--- src/rtl/mem_pattern_tester.sv ---
// Write-then-verify memory tester: fills 0..ADDR_LAST with one of four patterns over a
// single-outstanding req/ack port, reads it back and accumulates pass/fail statistics.
module mem_pattern_tester #(
    parameter int unsigned       DATA_W    = 16,
    parameter int unsigned       ADDR_W    = 22,
    parameter logic [ADDR_W-1:0] ADDR_LAST = {ADDR_W{1'b1}},
    parameter logic [31:0]       LFSR_SEED = 32'hACE1_2461
) (
    input  logic              clk,
    input  logic              rst_n,
    input  logic              enable,
    input  logic [1:0]        mode,
    output logic              mem_req,
    output logic              mem_we,
    output logic [ADDR_W-1:0] mem_addr,
    output logic [DATA_W-1:0] mem_wdata,
    input  logic              mem_ack,
    input  logic [DATA_W-1:0] mem_rdata,
    output logic [31:0]       passcount,
    output logic [31:0]       failcount,
    output logic              err_sticky,
    output logic [ADDR_W-1:0] fail_addr,
    output logic [DATA_W-1:0] fail_xor,
    output logic [2:0]        state
);

    localparam logic [31:0]       LFSR_TAPS = 32'h8020_0003;
    localparam int unsigned       SUM_W     = ADDR_W + 33;
    localparam logic [SUM_W-1:0]  DW_MOD    = SUM_W'(DATA_W);

    typedef enum logic [2:0] {
        S_IDLE  = 3'd0,
        S_WRITE = 3'd1,
        S_READ  = 3'd2,
        S_CHECK = 3'd3
    } state_t;

    function automatic logic [31:0] lfsr_step(input logic [31:0] s);
        return (s >> 1) ^ (s[0] ? LFSR_TAPS : 32'h0);
    endfunction

    function automatic logic [DATA_W-1:0] pattern(
        input logic [1:0]        md,
        input logic [ADDR_W-1:0] a,
        input logic [31:0]       p,
        input logic [31:0]       l
    );
        logic [ADDR_W+DATA_W-1:0] a_ext;
        logic [SUM_W-1:0]         sum;
        logic [DATA_W-1:0]        cb;
        logic [DATA_W-1:0]        r;
        a_ext = {{DATA_W{1'b0}}, a};
        sum   = {{33{1'b0}}, a} + {{(ADDR_W+1){1'b0}}, p};
        for (int i = 0; i < int'(DATA_W); i++) cb[i] = ((i % 2) == 0);
        case (md)
            2'd0:    r = a_ext[DATA_W-1:0] ^ {DATA_W{p[0]}};
            2'd1:    r = l[DATA_W-1:0];
            2'd2:    r = DATA_W'(1) << (sum % DW_MOD);
            default: r = cb ^ {DATA_W{a[0] ^ p[0]}};
        endcase
        return r;
    endfunction

    state_t              state_q, state_d;
    logic [1:0]          mode_q, mode_d;
    logic [ADDR_W-1:0]   addr_q, addr_d;
    logic                req_q, req_d;
    logic                we_q, we_d;
    logic [DATA_W-1:0]   wdata_q, wdata_d;
    logic [31:0]         lfsr_q, lfsr_d;
    logic [31:0]         lfsr_base_q, lfsr_base_d;
    logic [31:0]         pass_idx_q, pass_idx_d;
    logic                pass_bad_q, pass_bad_d;
    logic [31:0]         passcount_q, passcount_d;
    logic [31:0]         failcount_q, failcount_d;
    logic                err_q, err_d;
    logic [ADDR_W-1:0]   fail_addr_q, fail_addr_d;
    logic [DATA_W-1:0]   fail_xor_q, fail_xor_d;

    logic                acked;
    logic                at_last;
    logic [DATA_W-1:0]   expected;

    always_comb begin
        state_d     = state_q;
        mode_d      = mode_q;
        addr_d      = addr_q;
        req_d       = req_q;
        we_d        = we_q;
        wdata_d     = wdata_q;
        lfsr_d      = lfsr_q;
        lfsr_base_d = lfsr_base_q;
        pass_idx_d  = pass_idx_q;
        pass_bad_d  = pass_bad_q;
        passcount_d = passcount_q;
        failcount_d = failcount_q;
        err_d       = err_q;
        fail_addr_d = fail_addr_q;
        fail_xor_d  = fail_xor_q;

        // An ack only counts against an outstanding request.
        acked    = mem_ack && req_q;
        at_last  = (addr_q == ADDR_LAST);
        expected = pattern(mode_q, addr_q, pass_idx_q, lfsr_q);

        case (state_q)
            S_IDLE: begin
                if (enable) begin
                    state_d = S_WRITE;
                    mode_d  = mode;
                    addr_d  = '0;
                    lfsr_d  = lfsr_base_q;
                    req_d   = 1'b1;
                    we_d    = 1'b1;
                end
            end
            S_WRITE: begin
                if (acked) begin
                    if (!enable) begin
                        state_d    = S_IDLE;
                        req_d      = 1'b0;
                        we_d       = 1'b0;
                        pass_bad_d = 1'b0;
                    end else if (at_last) begin
                        state_d = S_READ;
                        addr_d  = '0;
                        lfsr_d  = lfsr_base_q;
                        we_d    = 1'b0;
                    end else begin
                        addr_d = addr_q + ADDR_W'(1);
                        lfsr_d = lfsr_step(lfsr_q);
                    end
                end
            end
            S_READ: begin
                if (acked) begin
                    if (mem_rdata != expected) begin
                        pass_bad_d = 1'b1;
                        if (failcount_q != 32'hFFFF_FFFF) failcount_d = failcount_q + 32'd1;
                        if (!err_q) begin
                            err_d       = 1'b1;
                            fail_addr_d = addr_q;
                            fail_xor_d  = expected ^ mem_rdata;
                        end
                    end
                    // Finishing the last read completes the pass even if enable just fell.
                    if (at_last) begin
                        state_d = S_CHECK;
                        req_d   = 1'b0;
                    end else if (!enable) begin
                        state_d    = S_IDLE;
                        req_d      = 1'b0;
                        pass_bad_d = 1'b0;
                    end else begin
                        addr_d = addr_q + ADDR_W'(1);
                        lfsr_d = lfsr_step(lfsr_q);
                    end
                end
            end
            S_CHECK: begin
                if (!pass_bad_q && passcount_q != 32'hFFFF_FFFF) passcount_d = passcount_q + 32'd1;
                pass_bad_d  = 1'b0;
                pass_idx_d  = pass_idx_q + 32'd1;
                lfsr_base_d = lfsr_step(lfsr_base_q);
                state_d     = S_IDLE;
            end
            default: begin
                state_d = S_IDLE;
                req_d   = 1'b0;
                we_d    = 1'b0;
            end
        endcase

        // Write data follows the next address; unchanged while a write waits for its ack.
        if (state_d == S_WRITE) wdata_d = pattern(mode_d, addr_d, pass_idx_q, lfsr_d);
    end

    always_ff @(posedge clk or negedge rst_n) begin
        if (!rst_n) begin
            state_q     <= S_IDLE;
            mode_q      <= 2'd0;
            addr_q      <= '0;
            req_q       <= 1'b0;
            we_q        <= 1'b0;
            wdata_q     <= '0;
            lfsr_q      <= LFSR_SEED;
            lfsr_base_q <= LFSR_SEED;
            pass_idx_q  <= 32'd0;
            pass_bad_q  <= 1'b0;
            passcount_q <= 32'd0;
            failcount_q <= 32'd0;
            err_q       <= 1'b0;
            fail_addr_q <= '0;
            fail_xor_q  <= '0;
        end else begin
            state_q     <= state_d;
            mode_q      <= mode_d;
            addr_q      <= addr_d;
            req_q       <= req_d;
            we_q        <= we_d;
            wdata_q     <= wdata_d;
            lfsr_q      <= lfsr_d;
            lfsr_base_q <= lfsr_base_d;
            pass_idx_q  <= pass_idx_d;
            pass_bad_q  <= pass_bad_d;
            passcount_q <= passcount_d;
            failcount_q <= failcount_d;
            err_q       <= err_d;
            fail_addr_q <= fail_addr_d;
            fail_xor_q  <= fail_xor_d;
        end
    end

    assign mem_req    = req_q;
    assign mem_we     = we_q;
    assign mem_addr   = addr_q;
    assign mem_wdata  = wdata_q;
    assign passcount  = passcount_q;
    assign failcount  = failcount_q;
    assign err_sticky = err_q;
    assign fail_addr  = fail_addr_q;
    assign fail_xor   = fail_xor_q;
    assign state      = state_q;

endmodule

--- config.mk ---
export PLATFORM = sky130hd
export DESIGN_NAME = mem_pattern_tester
export DESIGN_NICKNAME = d
export VERILOG_FILES = /design/src/rtl/mem_pattern_tester.sv
export SDC_FILE = /design/constraint.sdc
export NUM_CORES = 1
export LEC_CHECK = 0
export ABC_AREA = 1
export CORE_MARGIN = 2
export CORE_UTILIZATION = 35
export DETAILED_ROUTE_END_ITERATION = 8
export SETUP_SLACK_MARGIN = 0.02
export SYNTH_ARGS = -nofsm -noshare
export SYNTH_HDL_FRONTEND = slang
export SYNTH_SLANG_ARGS = --single-unit
export TNS_END_PERCENT = 10
--- constraint.sdc ---
create_clock -name clk -period 4.05 [get_ports clk]
set_input_delay 0.6075 -clock clk [delete_from_list [all_inputs] [get_ports clk]]
set_output_delay 0.6075 -clock clk [all_outputs]
set_load 0.03 [all_outputs]
# Yosys cells after proc, flatten, opt, wreduce, memory -nomap -nowiden
# Cells that the tools add are included.
# classes
n_addsub	6
n_eq_ne	20
n_shift	2
muxes	47
bitwise_logic	12
reduce_logical	17
# op_table
op	count
32-bit 2-to-1 mux	9
22-bit 2-to-1 mux	7
32-bit by 1-bit adder with 32-bit output (second input constant)	3
16-bit one-hot mux with 3 select lines	2
32-bit one-hot mux with 3 select lines	1
22-bit one-hot mux with 3 select lines	1
32-bit != test (second input constant)	2
31-bit by 32-bit XOR with 32-bit output	2
16-bit XOR	3
1-bit by 4-bit left shift with 16-bit output (first input constant)	2
22-bit by 1-bit adder with 22-bit output (second input constant)	1
22-bit equality test (second input constant)	1
3-bit 2-to-1 mux	7
4-bit AND reduction	5
16-bit != test	1
8-bit NOT	2
1-bit 2-to-1 mux	14
2-bit != test (second input constant)	7
3-bit one-hot mux with 3 select lines	1
4-bit adder	2
7-bit AND reduction	1
3-bit by 1-bit equality test with 1-bit output (second input constant)	2
3-bit by 2-bit equality test with 1-bit output (second input constant)	2
1-bit one-hot mux with 3 select lines	2
other kinds (15)	24
# word_totals
regBits	245
input_bits	22
output_inout_bits	146
elab_cells	120

# Depth between registers and ports, before layout
# Gate-level depths: netlist (run 1).
# logic_depth
word_depth	9
ltp_mapped	24
mapped_depth_nobuf	23

# Worst setup path before layout (run 1)
# No wires, ideal clock.
# synth_timing
kind	flip-flop to flip-flop
startpoint	register addr_q[1] (netlist: mem_addr[1])
endpoint	register wdata_q[11] (netlist: mem_wdata[11])
setup_ps	65
arrival_time_ps	3338
t_required_ps	3985
path_slack_ps	647
stages_incl_launch_ff	22
n_path_buf	1
period_less_slack_ps	3403
path_cell_list	dfrtp_1 > ha_1 > nand2_1 > nor2_4 > nand2_1 > nor2_2 > nand2_2 > nand2_2 > buf_2 > a21oi_1 > a31oi_1 > a31oi_1 > ha_1 > inv_1 > fa_1 > inv_1 > nand2_1 > nor2_1 > nand3_1 > nand3b_1 > nand2_1 > nand2_1
# synth_via
elab_chain_len	8
elab_cells_between_ends	28
cone_classes	add/sub: 2; eq/ne: 2; shift: 1; mux: 21; bitwise: 2
# synth_rtl
item	line	text
start, declared	66	logic [ADDR_W-1:0] addr_q, addr_d;
start signal, assigned	198	addr_q <= addr_d;
22-bit equality test *	103	at_last = (addr_q == ADDR_LAST);
22-bit 2-to-1 mux	124	end else if (at_last) begin
22-bit 2-to-1 mux	119	if (!enable) begin
22-bit 2-to-1 mux	118	if (acked) begin
22-bit one-hot mux with 3 select lines *	106	case (state_q)
via addr_d[0]	66	
4-bit adder	53	sum = {{33{1'b0}}, a} + {{(ADDR_W+1){1'b0}}, p};
1-bit by 4-bit left shift with 16-bit output	58	2'd2: r = DATA_W'(1) << (sum % DW_MOD);
16-bit one-hot mux with 3 select lines *	55	case (md)
end signal, assigned	201	wdata_q <= wdata_d;
end, declared	69	logic [DATA_W-1:0] wdata_q, wdata_d;
# Mark *: on every way through the listed nets, which the timed path passes. The rest lies on a longest branch. The select of a mux whose other input is x is not followed.
# A chain may end at the register's enable or synchronous reset.

# Worst setup path after layout (run 1)
# layout_timing
startpoint	register addr_q[0] (netlist: mem_addr[0])
endpoint	register wdata_q[2] (netlist: mem_wdata[2])
# layout_via
elab_chain_len	8
elab_cells_between_ends	29
cone_classes	add/sub: 2; eq/ne: 2; shift: 1; mux: 21; bitwise: 3
# layout_rtl
item	line
22-bit by 1-bit adder with 22-bit output / 22-bit equality test (equally long branches)	130, 155, 103
22-bit 2-to-1 mux, on equally long branches	150, 124
22-bit 2-to-1 mux, on equally long branches	147, 119
22-bit 2-to-1 mux, on equally long branches	136, 118
22-bit one-hot mux with 3 select lines *	106
via addr_d[2]	66
4-bit adder	53
1-bit by 4-bit left shift with 16-bit output	58
16-bit one-hot mux with 3 select lines *	55
# Marks and branches as above.

==> run metrics, run 1 <==
distinct cell type count after synthesis 50; fillers 4035; largest net degree at the start of global routing 94; vias 14100; Initial Utilization 0.357; Antenna Cells 0; CTS max path bufs 3; Worst Tran Pin Value 0.744 ns; RSZ-0062 raised after global routing false; Synth Instances 2000; IO buf count 167; Post-Syn Nets 2036; cell accounting for the most synthesized area dfrtp_1; synth top area cells dfrtp_1, nand2_1, nand3_1; Arr. time, crit path 4.11 ns; Post-synth EDFFs 0; VDD IR max 0.000278 V; layout net count 2198; H-Tree Depth 1; area share of the largest cell type after synthesis 0.345; Slew HR 0.504; antenna violations before repair 0; CTS tree yes; GRT Resource Usage Total 0.237; Crit. End Element flop; Util after Layout 0.439; multi-input combinational cell area 7220 um2; DP Cell Count between 2000 and 3000; Seq cells post-synth approximately 220; Flop pwr share 0.323; Int Power just under 5 mW; part of the power in combinational logic 0.370; status completed; clk sinks 217; Worst R2R Setup Slack 0.43 ns; Avg Cell Area, Syn 6.93 um2; Detail Route met3 WL 3030 um; ratio of final minimum period to clock period 0.894; final WL 48600 um; Worst R2R End mem_wdata[2]; DIE WIDTH 203 um; DIE AREA 41200 um2; number of vias per cell 5.21; P_leak 8.24 nW; Post-CTS Setup Bufs 0; Worst Clk Skew 0.0235 ns; register area 5460 um2; r2r startpoint mem_addr[0]; Net Switching 3.22 mW; fraction of registers with async set/reset 1.00; Routed WL per cell 18.0 um; CP Capture Point mem_wdata[2]; CTS clk-pin slew, worst paths approximately 0.060 ns; Main synth FF type dfrtp_1; residual DRC count 0; worst setup path class flop to flop; required time worst endpoint between 4 and 5 ns; Clk pwr share 0.307; worst setup path start mem_addr[0]; Final ANT Viol Nets 0; Sw Share 0.393; Hold Violations, Final 0; DRT Pass-1 Iters 5; fin cells about 2700; CP startpoint kind flop; Final GP Congestion about 0.95; vias in the first global route 13700; chip height 203 um; wl on met1 21400 um; dpl cell area 16100 um2; CTS buffer count 27; area of the core 38800 um2; HP Class input pin to async pin; Initial DRC Count 1061; worst-skew pair later-pin latency between 0.5 and 0.6 ns; Slew Limit Fails 0; mapped cell area 13900 um2; Pwr Total 8.20 mW; Reg2Reg Depth 23; Cell Pwr Density 480 nW/um2; maximum clock frequency about 0.28 GHz; warnings from Yosys 0; WHS 0.109 ns; final critical-path required period between 3 and 4 ns; PnR worst setup slack ~0.43 ns; total global routing overflow 0; clk root buf clkbuf_16; MaxCap Viol Count 0; max layer used met4; Hold Buf Count CTS 0; I/O Pins 168; Setup WS pre-CTS slightly above 0.3 ns; layout cell share with drive strength beyond 1 0.0770; maximum net fanout on the critical path 24; post-route cell area 17100 um2; length of routed met2 wiring approximately 23000 um; Final setup viols 0; post-synthesis sequential area ratio 0.394; Site Rows 72; area grow syn2layout 23.2%; setup_tns 0 ns; first-pass GRT wire length 77700 um; dpl hpwl 36200 um
Yosys cell counts (3+ instances only):
master    instances
nand2_1         762
dfrtp_1         191
inv_1           171
nand3_1         153
nor2_1          130
nand4_1          91
o21ai_0          68
xor2_1           58
a21oi_1          53
nor3_1           37
clkbuf_1         32
dfstp_2          26
nand3b_1         22
nor4_1           20
buf_2            19
o211ai_1         16
inv_2            15
xnor2_1          15
buf_1            13
nand2_2          13
buf_6            12
ha_1             12
o22ai_1          10
buf_4             9
a31oi_1           8
a211oi_1          4
nand3_2           4
nor2_2            4
o21ai_1           4
nor2_4            3
worst min path at each step:
stage,startpoint,to,slack (ns)
floorplan,rst_n,err_sticky,0.31
global placement,fail_addr[19],fail_addr[19],0.45
detailed placement,fail_addr[6],fail_addr[6],0.46
CTS,rst_n,passcount[5],0.12
global route,rst_n,passcount[17],0.15
finish,rst_n,passcount[0],0.11
power groups by stage:
stage	Combinational (mW)	Sequential [mW]	Clock [mW]
global placement	2.99	2.68	0
CTS	3.02	2.65	2.58
floorplan	1.63	2.91	0
global route	3.35	2.69	2.67
finish	3.03	2.65	2.52
detailed placement	3.01	2.68	0
layer usage:
layer	GRT usage	vias to the layer above
li1	-	6815
met1	0.320	6676
met2	0.396	482
met3	0.0342	77
met4	0.0670	0
met5	0	-
placed cells by master (no fill, tap or decap), types with 26 or more instances in the layout:
cell type          n
a21oi_1           53
buf_4             49
clkbuf_16         27
clkdlybuf4s50_1  166
dfrtp_1          191
dfstp_2           26
inv_1            170
nand2_1          761
nand3_1          153
nand4_1           91
nor2_1           129
nor3_1            37
o21ai_0           68
xor2_1            58
worst max-delay path: stages (launching register included):
cell and delay, ns:
dfrtp_1 0.35, ha_1 0.22, nand2_1 0.10, nor2_4 0.18, nand2_1 0.09, nor2_2 0.17
nand2_4 0.17, nand2_2 0.11, buf_4 0.27, nand3_1 0.11, nand3_1 0.12, nand2_1 0.08
inv_1 0.13, ha_1 0.28, a21oi_1 0.15, nand2_1 0.09, xor2_1 0.17, inv_1 0.08
nand3_2 0.22, nand2_4 0.20, nand2_1 0.08, nand3_1 0.07, nand2_1 0.06, nand2_1 0.07
what timing repair did:
| action | in CTS | in global routing |
|---|---|---|
| endpoints found under the setup margin | 0 | 9 |
| resized for setup | 0 | 1 |
| endpoints found under the hold margin | 0 | 0 |
cell type report:
type,instances,area share
clock buffers,43,0.0502
clock inverters,5,0.00455
inverters,189,0.0417
multi-input cells,1509,0.423
flip-flops and latches,217,0.320
well taps,518,0.0380
repair buffers,218,0.122
logic make-up after synthesis:
family	after synthesis	synth area share
AO/OA/AOI/OAI	173	0.0702
AND/OR/NAND/NOR	1248	0.390
buffers and inverters	274	0.0851
adder cells (fa/ha/maj)	14	0.0137
flip-flops	217	0.394
XOR/XNOR	73	0.0462
other	1	0.000271
registers in the layout, indices dropped and copies added, names as in the netlist, 4 cells and up:
name	flops
failcount	32
lfsr_base_q	32
lfsr_q	32
passcount	32
fail_addr	22
mem_addr	22
fail_xor	16
mem_wdata	16
pass_idx_q	4
(Power assumes the default switching activity.)
==> inputs of run 2 (changes only) <==
--- a/config.mk
+++ b/config.mk
@@ -8,9 +8,10 @@
 export ABC_AREA = 1
 export CORE_MARGIN = 2
 export CORE_UTILIZATION = 35
+export CTS_CLUSTER_SIZE = 28
 export DETAILED_ROUTE_END_ITERATION = 8
 export SETUP_SLACK_MARGIN = 0.02
 export SYNTH_ARGS = -nofsm -noshare
 export SYNTH_HDL_FRONTEND = slang
 export SYNTH_SLANG_ARGS = --single-unit
-export TNS_END_PERCENT = 10
+export TNS_END_PERCENT = 1
==> results of run 2 <==
Final layout, timing and power as in run 1 (identical DEF).
